**src/rtl/mem_writeback_stage.sv**
```systemverilog
// -----------------------------------------------------------------------------
// mem_writeback_stage
//
// Final stage of the 3-stage RV32I pipeline. It takes the execute stage's ALU
// result, rs2 data, opcode, funct3 and rd. Loads and stores go to data memory
// through a valid/ready request channel and a valid-only response channel.
// Every instruction that writes a register ends up on the register-file write
// port. While a memory transaction is outstanding, s3_in_ready is held low so
// the upstream pipeline stalls.
//
// Ports:
//   clk              pipeline clock, rising edge
//   reset            asynchronous, active-high reset
//   s3_in_valid      execute stage presents an instruction
//   s3_in_ready      stage can accept (FSM is IDLE)
//   s3_alu_out       ALU result / memory byte address
//   s3_rs2_data      store data
//   s3_opcode        instruction opcode
//   s3_func          funct3
//   s3_rd            destination register
//   dmem_req_valid   memory request valid
//   dmem_req_ready   memory accepts request
//   dmem_addr        word-aligned memory address
//   dmem_we          byte write mask (0 for loads)
//   dmem_din         lane-replicated store data
//   dmem_resp_valid  load data valid (only observed in RESP)
//   dmem_dout        load word
//   wb_we            register-file write enable (one-cycle pulse)
//   wb_addr          register-file write address
//   wb_data          register-file write data
//   s3_trap          misaligned-access pulse
//
// Optional feature macro: MEM_STAGE_MISALIGN_TRAP_EN
//   When defined, misaligned halfword/word accesses are trapped at accept.
//   They issue no request and no write-back, and s3_trap pulses for one cycle.
//   When undefined, s3_trap is tied low. Misaligned accesses then use the
//   word-aligned address and the normal extraction rules.
// -----------------------------------------------------------------------------

`ifndef CPU_DATA_BITS
`define CPU_DATA_BITS 32
`endif
`ifndef CPU_ADDR_BITS
`define CPU_ADDR_BITS 32
`endif

module mem_writeback_stage #(
  parameter int DATA_BITS = `CPU_DATA_BITS,
  parameter int ADDR_BITS = `CPU_ADDR_BITS
) (
  input  logic                 clk,
  input  logic                 reset,
  input  logic                 s3_in_valid,
  output logic                 s3_in_ready,
  input  logic [DATA_BITS-1:0] s3_alu_out,
  input  logic [DATA_BITS-1:0] s3_rs2_data,
  input  logic [6:0]           s3_opcode,
  input  logic [2:0]           s3_func,
  input  logic [4:0]           s3_rd,
  output logic                 dmem_req_valid,
  input  logic                 dmem_req_ready,
  output logic [ADDR_BITS-1:0] dmem_addr,
  output logic [3:0]           dmem_we,
  output logic [DATA_BITS-1:0] dmem_din,
  input  logic                 dmem_resp_valid,
  input  logic [DATA_BITS-1:0] dmem_dout,
  output logic                 wb_we,
  output logic [4:0]           wb_addr,
  output logic [DATA_BITS-1:0] wb_data,
  output logic                 s3_trap
);

  // FSM encoding
  localparam logic [1:0] IDLE = 2'd0;
  localparam logic [1:0] REQ  = 2'd1;
  localparam logic [1:0] RESP = 2'd2;

  localparam logic [6:0] OPC_LOAD   = 7'b0000011;
  localparam logic [6:0] OPC_STORE  = 7'b0100011;
  localparam logic [6:0] OPC_BRANCH = 7'b1100011;

  // State and captured instruction
  logic [1:0]           state_reg, state_next;
  logic [6:0]           op_reg;
  logic [2:0]           func_reg;
  logic [4:0]           rd_reg;
  logic [ADDR_BITS-1:0] addr_reg;
  logic [DATA_BITS-1:0] data_reg;

  // Write-back registers
  logic                 wb_we_reg, wb_we_next;
  logic [4:0]           wb_addr_reg, wb_addr_next;
  logic [DATA_BITS-1:0] wb_data_reg, wb_data_next;

  // Accept / decode of the incoming instruction
  logic accept;
  logic in_is_load;
  logic in_is_store;
  logic in_is_mem;
  logic in_misaligned;

  assign accept      = s3_in_valid && (state_reg == IDLE);
  assign in_is_load  = (s3_opcode == OPC_LOAD);
  assign in_is_store = (s3_opcode == OPC_STORE);
  assign in_is_mem   = in_is_load || in_is_store;

`ifdef MEM_STAGE_MISALIGN_TRAP_EN
  // Access-size classification at accept. Loads use 000/100 for bytes and
  // 001/101 for halves. Stores only use 000 and 001. Every other funct3
  // value is a word access.
  logic in_is_byte;
  logic in_is_half;
  logic trap_reg, trap_next;

  always_comb begin
    in_is_byte = (s3_func == 3'b000) || (in_is_load && (s3_func == 3'b100));
    in_is_half = (s3_func == 3'b001) || (in_is_load && (s3_func == 3'b101));
  end

  assign in_misaligned = in_is_mem && !in_is_byte &&
                         (in_is_half ? s3_alu_out[0] : (s3_alu_out[1:0] != 2'b00));
  assign trap_next     = accept && in_misaligned;

  always_ff @(posedge clk or posedge reset) begin
    if (reset) begin
      trap_reg <= 1'b0;
    end else begin
      trap_reg <= trap_next;
    end
  end

  assign s3_trap = trap_reg;
`else
  assign in_misaligned = 1'b0;
  assign s3_trap       = 1'b0;
`endif

  // Next-state logic
  always_comb begin
    state_next = state_reg;
    case (state_reg)
      IDLE: begin
        if (accept && in_is_mem && !in_misaligned) begin
          state_next = REQ;
        end
      end
      REQ: begin
        if (dmem_req_ready) begin
          state_next = (op_reg == OPC_STORE) ? IDLE : RESP;
        end
      end
      RESP: begin
        if (dmem_resp_valid) begin
          state_next = IDLE;
        end
      end
      default: state_next = IDLE;
    endcase
  end

  // Load data extraction from the returned word
  logic [1:0]           ld_off;
  logic [7:0]           ld_byte;
  logic [15:0]          ld_half;
  logic [DATA_BITS-1:0] ld_value;

  assign ld_off  = addr_reg[1:0];
  assign ld_byte = dmem_dout[8*ld_off +: 8];
  assign ld_half = dmem_dout[16*ld_off[1] +: 16];

  always_comb begin
    ld_value = dmem_dout;
    case (func_reg)
      3'b000:  ld_value = {{(DATA_BITS-8){ld_byte[7]}}, ld_byte};
      3'b100:  ld_value = {{(DATA_BITS-8){1'b0}}, ld_byte};
      3'b001:  ld_value = {{(DATA_BITS-16){ld_half[15]}}, ld_half};
      3'b101:  ld_value = {{(DATA_BITS-16){1'b0}}, ld_half};
      default: ld_value = dmem_dout;
    endcase
  end

  // Write-back: ALU results one cycle after accept; loads one cycle after the
  // response edge. Branches, stores and rd==0 never write. Address and data
  // keep their previous values between pulses.
  always_comb begin
    wb_we_next   = 1'b0;
    wb_addr_next = wb_addr_reg;
    wb_data_next = wb_data_reg;
    if (accept && !in_is_mem && (s3_opcode != OPC_BRANCH) && (s3_rd != 5'd0)) begin
      wb_we_next   = 1'b1;
      wb_addr_next = s3_rd;
      wb_data_next = s3_alu_out;
    end else if ((state_reg == RESP) && dmem_resp_valid && (rd_reg != 5'd0)) begin
      wb_we_next   = 1'b1;
      wb_addr_next = rd_reg;
      wb_data_next = ld_value;
    end
  end

  // Store lane encoding. Each byte lane computes its own enable and data, so
  // the SB/SH replication falls out of the per-lane source selection.
  logic       st_is_byte;
  logic       st_is_half;
  logic [3:0] lane_we;

  assign st_is_byte = (func_reg == 3'b000);
  assign st_is_half = (func_reg == 3'b001);

  generate
    for (genvar gi = 0; gi < 4; gi++) begin : g_lane
      localparam logic [1:0] LANE = 2'(gi);
      always_comb begin
        if (st_is_byte) begin
          lane_we[gi]       = (ld_off == LANE);
          dmem_din[8*gi +: 8] = data_reg[7:0];
        end else if (st_is_half) begin
          lane_we[gi]       = (ld_off[1] == LANE[1]);
          dmem_din[8*gi +: 8] = data_reg[8*(gi % 2) +: 8];
        end else begin
          lane_we[gi]       = 1'b1;
          dmem_din[8*gi +: 8] = data_reg[8*gi +: 8];
        end
      end
    end
  endgenerate

  // Request channel is driven straight from the captured registers, so it
  // stays stable for as long as the memory holds off ready.
  assign dmem_req_valid = (state_reg == REQ);
  assign dmem_addr      = {addr_reg[ADDR_BITS-1:2], 2'b00};
  assign dmem_we        = ((state_reg == REQ) && (op_reg == OPC_STORE)) ? lane_we : 4'b0000;
  assign s3_in_ready    = (state_reg == IDLE);

  // Sequential state
  always_ff @(posedge clk or posedge reset) begin
    if (reset) begin
      state_reg   <= IDLE;
      op_reg      <= 7'd0;
      func_reg    <= 3'd0;
      rd_reg      <= 5'd0;
      addr_reg    <= '0;
      data_reg    <= '0;
      wb_we_reg   <= 1'b0;
      wb_addr_reg <= 5'd0;
      wb_data_reg <= '0;
    end else begin
      state_reg <= state_next;
      if (accept) begin
        op_reg   <= s3_opcode;
        func_reg <= s3_func;
        rd_reg   <= s3_rd;
        addr_reg <= s3_alu_out[ADDR_BITS-1:0];
        data_reg <= s3_rs2_data;
      end
      wb_we_reg   <= wb_we_next;
      wb_addr_reg <= wb_addr_next;
      wb_data_reg <= wb_data_next;
    end
  end

  assign wb_we   = wb_we_reg;
  assign wb_addr = wb_addr_reg;
  assign wb_data = wb_data_reg;

endmodule

```
**config.mk**
```make
export PLATFORM = sky130hd
export DESIGN_NAME = mem_writeback_stage
export DESIGN_NICKNAME = d
export VERILOG_FILES = /design/src/rtl/mem_writeback_stage.sv
export SDC_FILE = /design/constraint.sdc
export NUM_CORES = 1
export LEC_CHECK = 0
export BUFFER_PORTS_ARGS = -buffer_cell sky130_fd_sc_hd__buf_2
export CAP_MARGIN = 20
export CORE_MARGIN = 4
export CORE_UTILIZATION = 40
export CTS_CLUSTER_SIZE = 28
export DETAILED_ROUTE_END_ITERATION = 7
export PLACE_DENSITY = 0.67
export SLEW_MARGIN = 10
export SYNTH_ARGS = -nofsm -noshare
export SYNTH_HDL_FRONTEND = slang
export SYNTH_SLANG_ARGS = --single-unit
```
**constraint.sdc**
```tcl
create_clock -name clk -period 8.28 [get_ports clk]
set_input_delay 1.242 -clock clk [delete_from_list [all_inputs] [get_ports clk]]
set_output_delay 1.242 -clock clk [all_outputs]
set_load 0.02 [all_outputs]
```
==> results.py, run 1 <==
metrics = {
    "floorplan": {
        "initial_core_util_pct": 41.1,
        "core_area_sq_mm": 0.0146,
        "ioPinCount": 225,
        "num_rows": 44,
        "die_h_microns": 130,
        "die_w_microns": 130,
        "die_area_sq_mm": 0.0170,
    },
    "layout": {
        "fin_cells": 913,
        "finalNetCount": 832,
        "multi_input_area_sq_mm": 0.00255,
        "drive_gt1_share_pct": 49.5,
        "final_core_util_pct": 51.7,
        "final_cell_area_sq_mm": 0.00754,
        "nFillCells": 1335,
        "seqCellArea_sq_mm": 0.00298,
        "syn_to_final_growth_pct": 25.6,
    },
    "timing": {
        "slew_violations": 0,
        "hold_violations": 0,
        "setup_viol": 0,
        "fmax_ghz": 0.265,
        "rsz0062_at_grt": "false",
        "worst-slew-pin-transition_ps": 1030,
        "finalCriticalPeriod_ps": 3770,
        "tns_ps": 0,
        "skew_ps": 10.2,
        "worst_hold_slack_ps": 491,
        "max_slew_margin_pct": 31.3,
        "min_period_over_period_pct": 45.6,
    },
    "worst_setup_path": {
        "cp_slowest_cell": "dfrtp_1",
        "critPathMaxStageDelay_ps": 1020,
        "cp-end-kind": "output port",
        "crit_family": "flip-flops",
        "path_class": "reg2out",
        "path_max_fanout": 32,
        "crit_arrival_ps": 2530,
        "crit_buf_inv": 1,
        "crit_chain": "or3_1, o21ai_0, a21oi_1, buf_2",
        "cp.required_ps": 7040,
        "crit_path_start_kind": "flop",
    },
    "synth": {
        "synth-async-reset-ratio_pct": 100,
        "avgSynthCellArea_sq_um": 11.0,
        "synth-edff-count": 0,
        "synth_xor_area_share_pct": 0,
        "yosysUniqueCellTypes": 39,
        "yosysTopAreaCellShare_pct": 49.6,
        "synth.cell_area_sq_mm": 0.00600,
        "synthFlopType": "dfrtp_1",
        "synth_seq_cells": 119,
        "synthMuxAreaShare_pct": 20.9,
        "synth-adder-area-share_pct": 0,
        "synth_largest_area_cell": "dfrtp_1",
        "ys_seq_area_share_pct": 49.6,
        "synth_compound_area_share_pct": 11.2,
        "syn_inst": 546,
        "synth_top_family_by_area": "multiplexers",
        "synth_simple_gate_area_share_pct": 9.86,
        "ys_warn_count": 0,
        "yosys-top-cells-area": "dfrtp_1 50%, mux2_2 18%, buf_4 5.3%, mux2i_1 2.5%, nand2_1 2.5%",
    },
    "route": {
        "wl_microns": 17200,
        "route.vias.total": 4866,
        "wl_per_cell_microns": 18.8,
        "avgViaCountPerCell": 5.33,
        "drc": 0,
        "postRouteAntennaNets": 0,
        "first_pass_iters": 5,
        "drt_first_iter_violations": 312,
    },
    "power": {
        "pwr-share-clk_pct": 38.9,
        "share_seq_of_total_power_pct": 39.1,
        "p_int_mw": 1.27,
        "p_comb_share_pct": 22.0,
        "swShare_pct": 30.0,
        "leakagePower_nw": 3.54,
        "p_switching_mw": 0.542,
        "powerDensity_mw_per_mm2": 240,
        "ir_drop_v": 0.000164,
    },
    "clock_network": {
        "clk_latency_ps": 410,
        "cts_buffer_depth": 2,
        "hold_buffers": 0,
        "cts-htree-levels": 4,
        "ctsResizeCount": 0,
        "cts.clk_slew.worst_paths_ps": 50,
        "numCtsBuffers": 17,
        "cts_tree": "done",
        "numClockSinks": 119,
        "root_buffer": "clkbuf_16",
        "cts_setup_buffers": 0,
    },
    "outcome": {
        "outcome": "finished, final reports clean",
    },
    "placed_design": {
        "dp.cells": 879,
        "gp_congestion": 0.852,
        "port_buffers": 221,
        "placed_area_sq_mm": 0.00694,
        "dp_hpwl_microns": 12900,
    },
    "global_routing": {
        "overflow": 0,
        "grtUsageTotal_pct": 20.3,
        "grt_max_degree": 76,
        "antenna_found_initial": 2,
        "grt_pass1_wl_microns": 26500,
        "grt_pass1_vias": 4947,
    },
    "job": {
        "maxCapViolCount": 0,
    },
    "min_path": {
        "hold_path_class": "reg2reg",
    },
}
## stage by stage
step           total power, mW  worst slack [ps]
3_3_place_gp              1.11              4880
4_1_cts                   1.83              4510
3_5_place_dp              1.12              4810
6_report                  1.81              4510
5_1_grt                   1.90              4290
2_1_floorplan            0.996              3880
## cells by family (layout without fill, tap and decap cells)
logic type | Yosys count | in the layout
and+or+nand+nor | 122 | 122
DFF | 119 | 119
muxes | 112 | 112
AOI/OAI and AO/OA | 103 | 103
buffers and inverters | 89 | 268
other | 1 | 5
## power by group through the flow
stage	clock [mW]	combinational [mW]	sequential (mW)
after global placement	0	0.393	0.713
after detailed placement	0	0.400	0.718
after global routing	0.751	0.433	0.719
final	0.704	0.398	0.708
after floorplan	0	0.272	0.724
after CTS	0.719	0.401	0.708
## worst register-to-register path, cell delays in order, from the launching register on
cell and delay [ps]:
dfrtp_1 980, mux2_2 310, nor3_1 50, nor3_2 820, a21oi_1 140, o211ai_1 240
## cells in the mapped netlist (4+ instances only)
| library cell | number |
|---|---|
| mux2i_1 | 15 |
| nor3b_1 | 8 |
| mux2_2 | 96 |
| a21oi_1 | 29 |
| a31oi_1 | 6 |
| nand3_1 | 25 |
| nor2_1 | 23 |
| dfrtp_1 | 119 |
| o21ai_0 | 21 |
| nand2_1 | 40 |
| nand2b_1 | 4 |
| nor2b_1 | 10 |
| o221ai_1 | 14 |
| buf_4 | 42 |
| a222oi_1 | 5 |
| nor3_1 | 4 |
| a211oi_1 | 8 |
| clkbuf_1 | 33 |
| inv_1 | 9 |
| o211ai_1 | 8 |
## worst paths after layout
kind                                               from                        to  slack (ps)  cells after the start
worst max register to register  addr_reg[1]$_DFFE_PP0P_   wb_data[20]$_DFFE_PP0P_        5650                      5
worst max-delay path            func_reg[1]$_DFFE_PP0P_                dmem_we[3]        4510                      4
worst min-delay path             wb_data[1]$_DFFE_PP0P_    wb_data[1]$_DFFE_PP0P_         490                      2
max in group asynchronous                         reset  addr_reg[24]$_DFFE_PP0P_        6010                      3
worst min register to register   wb_data[1]$_DFFE_PP0P_    wb_data[1]$_DFFE_PP0P_         490                      2
min in group asynchronous                         reset     op_reg[3]$_DFFE_PP0P_         880                      2
## metal layers
metal	part of all wire, %	global-route usage, %	vias up
li1	-	-	2262
met1	41	25.9	2379
met2	49	32.9	206
met3	9.0	6.87	17
met4	0.88	6.11	2
met5	0.070	0	-
## layout make-up
class                   instances  area share, %
diodes                          2         0.0664
clock buffers                  20           6.06
clock inverters                10           1.39
inverters                      10          0.531
multi-input cells             340           33.8
flip-flops and latches        119           39.5
well taps                     184           3.05
repair buffers                228           15.6
## cells in the final DEF (no fill, tap or decap), types with 3 or more instances in the layout
| cell type | Yosys | layout |
|---|---|---|
| dfrtp_1 | 119 | 119 |
| inv_1 | 9 | 8 |
| nor3_1 | 4 | 3 |
| mux2i_1 | 15 | 15 |
| nor3b_1 | 8 | 7 |
| clkbuf_16 | 0 | 17 |
| buf_4 | 42 | 5 |
| o21ai_0 | 21 | 21 |
| nor2b_1 | 10 | 10 |
| nand2b_1 | 4 | 4 |
| a222oi_1 | 5 | 5 |
| o211ai_1 | 8 | 8 |
| nor2_1 | 23 | 22 |
| conb_1 | 1 | 3 |
| nand3_1 | 25 | 25 |
| a21oi_1 | 29 | 29 |
| o221ai_1 | 14 | 14 |
| buf_2 | 3 | 221 |
| nand2_1 | 40 | 40 |
| a31oi_1 | 6 | 6 |
| clkinv_2 | 0 | 6 |
| mux2_2 | 96 | 96 |
| a211oi_1 | 8 | 8 |
(Power assumes the default switching activity.)
==> run 2: changes to the inputs <==
clock period = 3.9 ns   (was 8.28 ns; I/O delays follow)
==> run 2 against run 1 <==
Compared with the run above:
- via count is 0.74% higher
- critical path type unchanged
- routed wire length is 1.6% higher
- worst setup slack worse by 3300 ps
- highest routed layer unchanged
==> results.py, run 2 (same netlist as run 1, synthesis figures left out) <==
metrics = {
    "worst_setup_path": {
        "crit_arrival_ps": 2130,
        "crit_path_start_kind": "flop",
        "cp.required_ps": 3310,
        "path_class": "reg2out",
        "path_max_fanout": 17,
        "cp-end-kind": "output port",
    },
    "timing": {
        "timing.final.ws_setup_ps": 1180,
        "skew_ps": 14.7,
        "setup_viol": 0,
        "min_period_over_period_pct": 69.7,
        "tns_ps": 0,
        "max_slew_margin_pct": 30.2,
        "fmax_ghz": 0.368,
        "worst-slew-pin-transition_ps": 1040,
        "finalCriticalPeriod_ps": 2720,
        "slew_violations": 0,
        "rsz0062_at_grt": "false",
        "hold_violations": 0,
    },
    "global_routing": {
        "antenna_found_initial": 1,
        "grt_max_degree": 81,
        "grt_pass1_wl_microns": 26700,
        "overflow": 0,
        "grtUsageTotal_pct": 20.5,
        "grt_pass1_vias": 4900,
    },
    "route": {
        "avgViaCountPerCell": 5.37,
        "wl_per_cell_microns": 19.1,
        "route.vias.total": 4902,
        "drc": 0,
        "drt_first_iter_violations": 358,
        "wl_microns": 17500,
        "postRouteAntennaNets": 0,
        "first_pass_iters": 5,
    },
    "power": {
        "leakagePower_nw": 3.56,
        "p_switching_mw": 1.16,
        "ir_drop_v": 0.000268,
        "pwr-share-clk_pct": 40.5,
        "share_seq_of_total_power_pct": 37.7,
        "swShare_pct": 29.2,
        "p_int_mw": 2.80,
        "p_comb_share_pct": 21.7,
        "powerDensity_mw_per_mm2": 522,
    },
    "clock_network": {
        "clk_latency_ps": 420,
        "cts_buffer_depth": 2,
        "ctsResizeCount": 0,
        "cts.clk_slew.worst_paths_ps": 50,
        "cts-htree-levels": 4,
        "root_buffer": "clkbuf_16",
        "cts_tree": "done",
        "cts_setup_buffers": 0,
        "numClockSinks": 119,
        "numCtsBuffers": 17,
        "hold_buffers": 0,
    },
    "placed_design": {
        "gp_congestion": 0.843,
        "dp_slack_ps": 1210,
        "port_buffers": 221,
        "dp_hpwl_microns": 13100,
    },
    "layout": {
        "drive_gt1_share_pct": 49.5,
        "syn_to_final_growth_pct": 26.3,
        "nFillCells": 1319,
        "finalNetCount": 833,
        "n_antenna_cell": 0,
        "final_cell_mix": "221 x buf_2, 119 x dfrtp_1, 96 x mux2_2",
        "final_common_cell": "buf_2",
    },
    "floorplan": {
        "die_h_microns": 130,
        "ioPinCount": 225,
        "die_w_microns": 130,
        "core_area_sq_mm": 0.0146,
        "initial_core_util_pct": 41.1,
        "num_rows": 44,
        "die_area_sq_mm": 0.0170,
    },
    "outcome": {
        "outcome": "finished, final reports clean",
    },
    "job": {
        "maxCapViolCount": 0,
    },
    "min_path": {
        "hold_path_class": "in2async",
    },
}
run 2: changes by cell type in the layout (fill, tap and decap cells not counted), sizes merged:
cell | previous run | this run
buf | 228 | 229
clkbuf | 20 | 23
bufinv | 2 | 3
clkinv | 7 | 4
diode | 2 | 0
run 2: path summary, 6_finish.rpt:
check	startpoint	to	slack, ps	cells after the start
min in group clk	dmem_resp_valid	state_reg[1]$_DFFE_PP0P_	380	2
max in group asynchronous	reset	wb_addr[2]$_DFFE_PP0P_	2600	3
max	func_reg[0]$_DFFE_PP0P_	dmem_din[13]	1180	3
min reg2reg	wb_data[1]$_DFFE_PP0P_	wb_data[1]$_DFFE_PP0P_	500	2
max reg2reg	addr_reg[1]$_DFFE_PP0P_	wb_data[31]$_DFFE_PP0P_	1230	5
min	reset	op_reg[0]$_DFFE_PP0P_	340	2
run 2: per-stage QoR:
step	hold slack [ps]	power (mW)	std cells	cell area [sq um]	util (%)
detailed placement	480	2.38	881	6960	47.7
global route	384	4.14	913	7580	52.0
global placement	480	2.35	881	6960	47.7
finish	337	3.96	913	7580	52.0
floorplan	472	2.11	548	6010	-
CTS	360	4.00	912	7570	51.9
run 2: final cells by class:
cell class              count  area, sq um  share of cell area (%)
clock buffers              23          488                    6.44
clock inverters             8          120                    1.58
inverters                  10         40.0                   0.528
well taps                 184          230                    3.04
repair buffers            229         1170                    15.5
flip-flops and latches    119         2980                    39.3
multi-input cells         340         2550                    33.7
run 2: critical path: stages, from the launching register on:
cell	delay [ps]
dfrtp_1	640
or3_1	510
mux2_2	410
buf_2	160
run 2: per-layer routing:
layer | vias to the layer above | global-route usage, % | routed length [microns] | part of all wire, %
met2 | 229 | 33.7 | 8410 | 48
met1 | 2382 | 26.1 | 7190 | 41
met3 | 14 | 7.11 | 1710 | 9.8
li1 | 2275 | - | - | -
met4 | 2 | 5.02 | 137 | 0.78
met5 | - | 0 | 7 | 0.040
run 2: power groups by stage:
stage | clock network, mW | registers (mW) | logic, mW
global placement | 0 | 1.50 | 0.848
finish | 1.60 | 1.49 | 0.859
floorplan | 0 | 1.54 | 0.577
global route | 1.70 | 1.51 | 0.932
CTS | 1.64 | 1.49 | 0.868
detailed placement | 0 | 1.51 | 0.865
==> run 3: changes to the inputs <==
clock period = 2.7 ns   (was 3.9 ns; I/O delays follow)
==> run 3 against run 2 <==
Compared with the run above:
- power up 47%
- critical path depth unchanged
- global-route usage down 0.27 points
- largest cell class unchanged
==> results.py, run 3 (same netlist as run 1, synthesis figures left out) <==
metrics = {
    "layout": {
        "final_cell_area_sq_mm": 0.00765,
        "finalNetCount": 837,
        "n_antenna_cell": 0,
        "drive_gt1_share_pct": 49.9,
        "syn_to_final_growth_pct": 27.5,
        "nFillCells": 1327,
        "final_cell_mix": "221 x buf_2, 119 x dfrtp_1, 96 x mux2_2",
        "final_common_cell": "buf_2",
    },
    "placed_design": {
        "dp_hpwl_microns": 12700,
        "port_buffers": 221,
        "dp_slack_ps": 563,
        "placed_area_sq_mm": 0.00702,
        "gp_congestion": 0.828,
    },
    "clock_network": {
        "numCtsBuffers": 17,
        "cts-htree-levels": 4,
        "cts_tree": "done",
        "cts.clk_slew.worst_paths_ps": 50,
        "hold_buffers": 0,
        "root_buffer": "clkbuf_16",
        "cts_setup_buffers": 0,
        "clk_latency_ps": 410,
        "numClockSinks": 119,
        "ctsResizeCount": 0,
        "cts_buffer_depth": 2,
    },
    "global_routing": {
        "grt_pass1_wl_microns": 26700,
        "grtUsageTotal_pct": 20.2,
        "grt_max_degree": 81,
        "grt_pass1_vias": 5045,
        "antenna_found_initial": 3,
        "overflow": 0,
    },
    "route": {
        "first_pass_iters": 5,
        "drc": 0,
        "drt_first_iter_violations": 254,
        "wl_microns": 17200,
        "wl_per_cell_microns": 18.8,
        "avgViaCountPerCell": 5.40,
        "route.vias.total": 4950,
        "postRouteAntennaNets": 0,
    },
    "worst_setup_path": {
        "cp_slowest_cell": "dfrtp_1",
        "path_class": "reg2out",
        "r2r_start": "rd_reg[2]$_DFFE_PP0P_",
        "rrSetupSlack_ps": 590,
        "r2r_cells": 5,
        "crit_arrival_ps": 2100,
        "crit_chain": "or3_1, mux2_2, buf_2",
        "timing.rr.end": "wb_data[7]$_DFFE_PP0P_",
        "crit_path_start_kind": "flop",
        "cp-end-kind": "output port",
        "cp.required_ps": 2300,
        "critPathMaxStageDelay_ps": 610,
        "path_max_fanout": 17,
    },
    "timing": {
        "slew_violations": 0,
        "fmax_ghz": 0.400,
        "worst-slew-pin-transition_ps": 997,
        "hold_violations": 0,
        "min_period_over_period_pct": 92.6,
        "setup_viol": 0,
        "finalCriticalPeriod_ps": 2500,
        "skew_ps": 6.13,
        "timing.final.ws_setup_ps": 199,
        "rsz0062_at_grt": "false",
        "tns_ps": 0,
        "max_slew_margin_pct": 33.2,
    },
    "floorplan": {
        "die_h_microns": 130,
        "die_w_microns": 130,
        "num_rows": 44,
        "initial_core_util_pct": 41.1,
        "core_area_sq_mm": 0.0146,
        "ioPinCount": 225,
        "die_area_sq_mm": 0.0170,
    },
    "power": {
        "ir_drop_v": 0.000415,
        "leakagePower_nw": 3.59,
        "powerDensity_mw_per_mm2": 759,
    },
    "job": {
        "maxCapViolCount": 0,
    },
    "min_path": {
        "hold_path_class": "in2async",
    },
    "outcome": {
        "outcome": "finished, final reports clean",
    },
}
[run 3: changes by cell type in the layout (fill, tap and decap cells not counted)]
cell and change:
buf_12 +2, buf_4 +3, buf_8 -1, bufinv_16 +1, clkbuf_1 -1, clkinv_2 -1
clkinvlp_4 +1, inv_4 -1
[run 3: through the flow]
| stage | utilization (%) | cells | hold slack [ps] | power [mW] |
|---|---|---|---|---|
| after global placement | 48.1 | 886 | 476 | 3.40 |
| after global routing | 52.5 | 916 | 95.9 | 6.09 |
| after detailed placement | 48.1 | 886 | 482 | 3.44 |
| after CTS | 52.5 | 916 | 65.3 | 5.88 |
| after floorplan | - | 548 | 472 | 3.06 |
| final | 52.5 | 916 | 66.3 | 5.81 |
[run 3: power by group]
group          internal, mW  total [mW]  switching [mW]  leakage [nW]
clock network          1.63        2.41           0.787         0.304
logic                 0.511        1.25           0.744          1.88
registers              2.00        2.14           0.142          1.40
[run 3: critical path: cells and delay by family, from the launching register on]
kind	cells	cell delay, ps
simple gates	1	510
buf+inv	1	160
mux	1	400
flops	1	610
[run 3: per-layer routing]
layer  global-route usage, %  wire (microns)
met2                    33.3            8260
met1                    24.8            7130
met3                    7.89            1550
met5                       0              46
met4                    5.69             212
[run 3: layout make-up]
class                      count  area, sq um  area share, %
clock inverter                 8          145           1.90
inverter                      10         41.3          0.540
tap                          184          230           3.01
timing repair buffer         233         1220           16.0
multi-input combinational    340         2550           33.4
sequential                   119         2980           38.9
clock buffer                  22          484           6.33
[run 3: how the worst max path moves through the flow]
stage,start,end,slack [ps],depth (start not counted)
after global routing,func_reg[0]$_DFFE_PP0P_,dmem_din[10],40,3
after global placement,s3_rd[1],wb_data[15]$_DFFE_PP0P_,610,7
after detailed placement,s3_rd[1],wb_data[15]$_DFFE_PP0P_,560,7
after floorplan,s3_rd[1],wb_addr[0]$_DFFE_PP0P_,710,7
final,func_reg[0]$_DFFE_PP0P_,dmem_din[8],200,3
after CTS,func_reg[0]$_DFFE_PP0P_,dmem_din[8],140,3
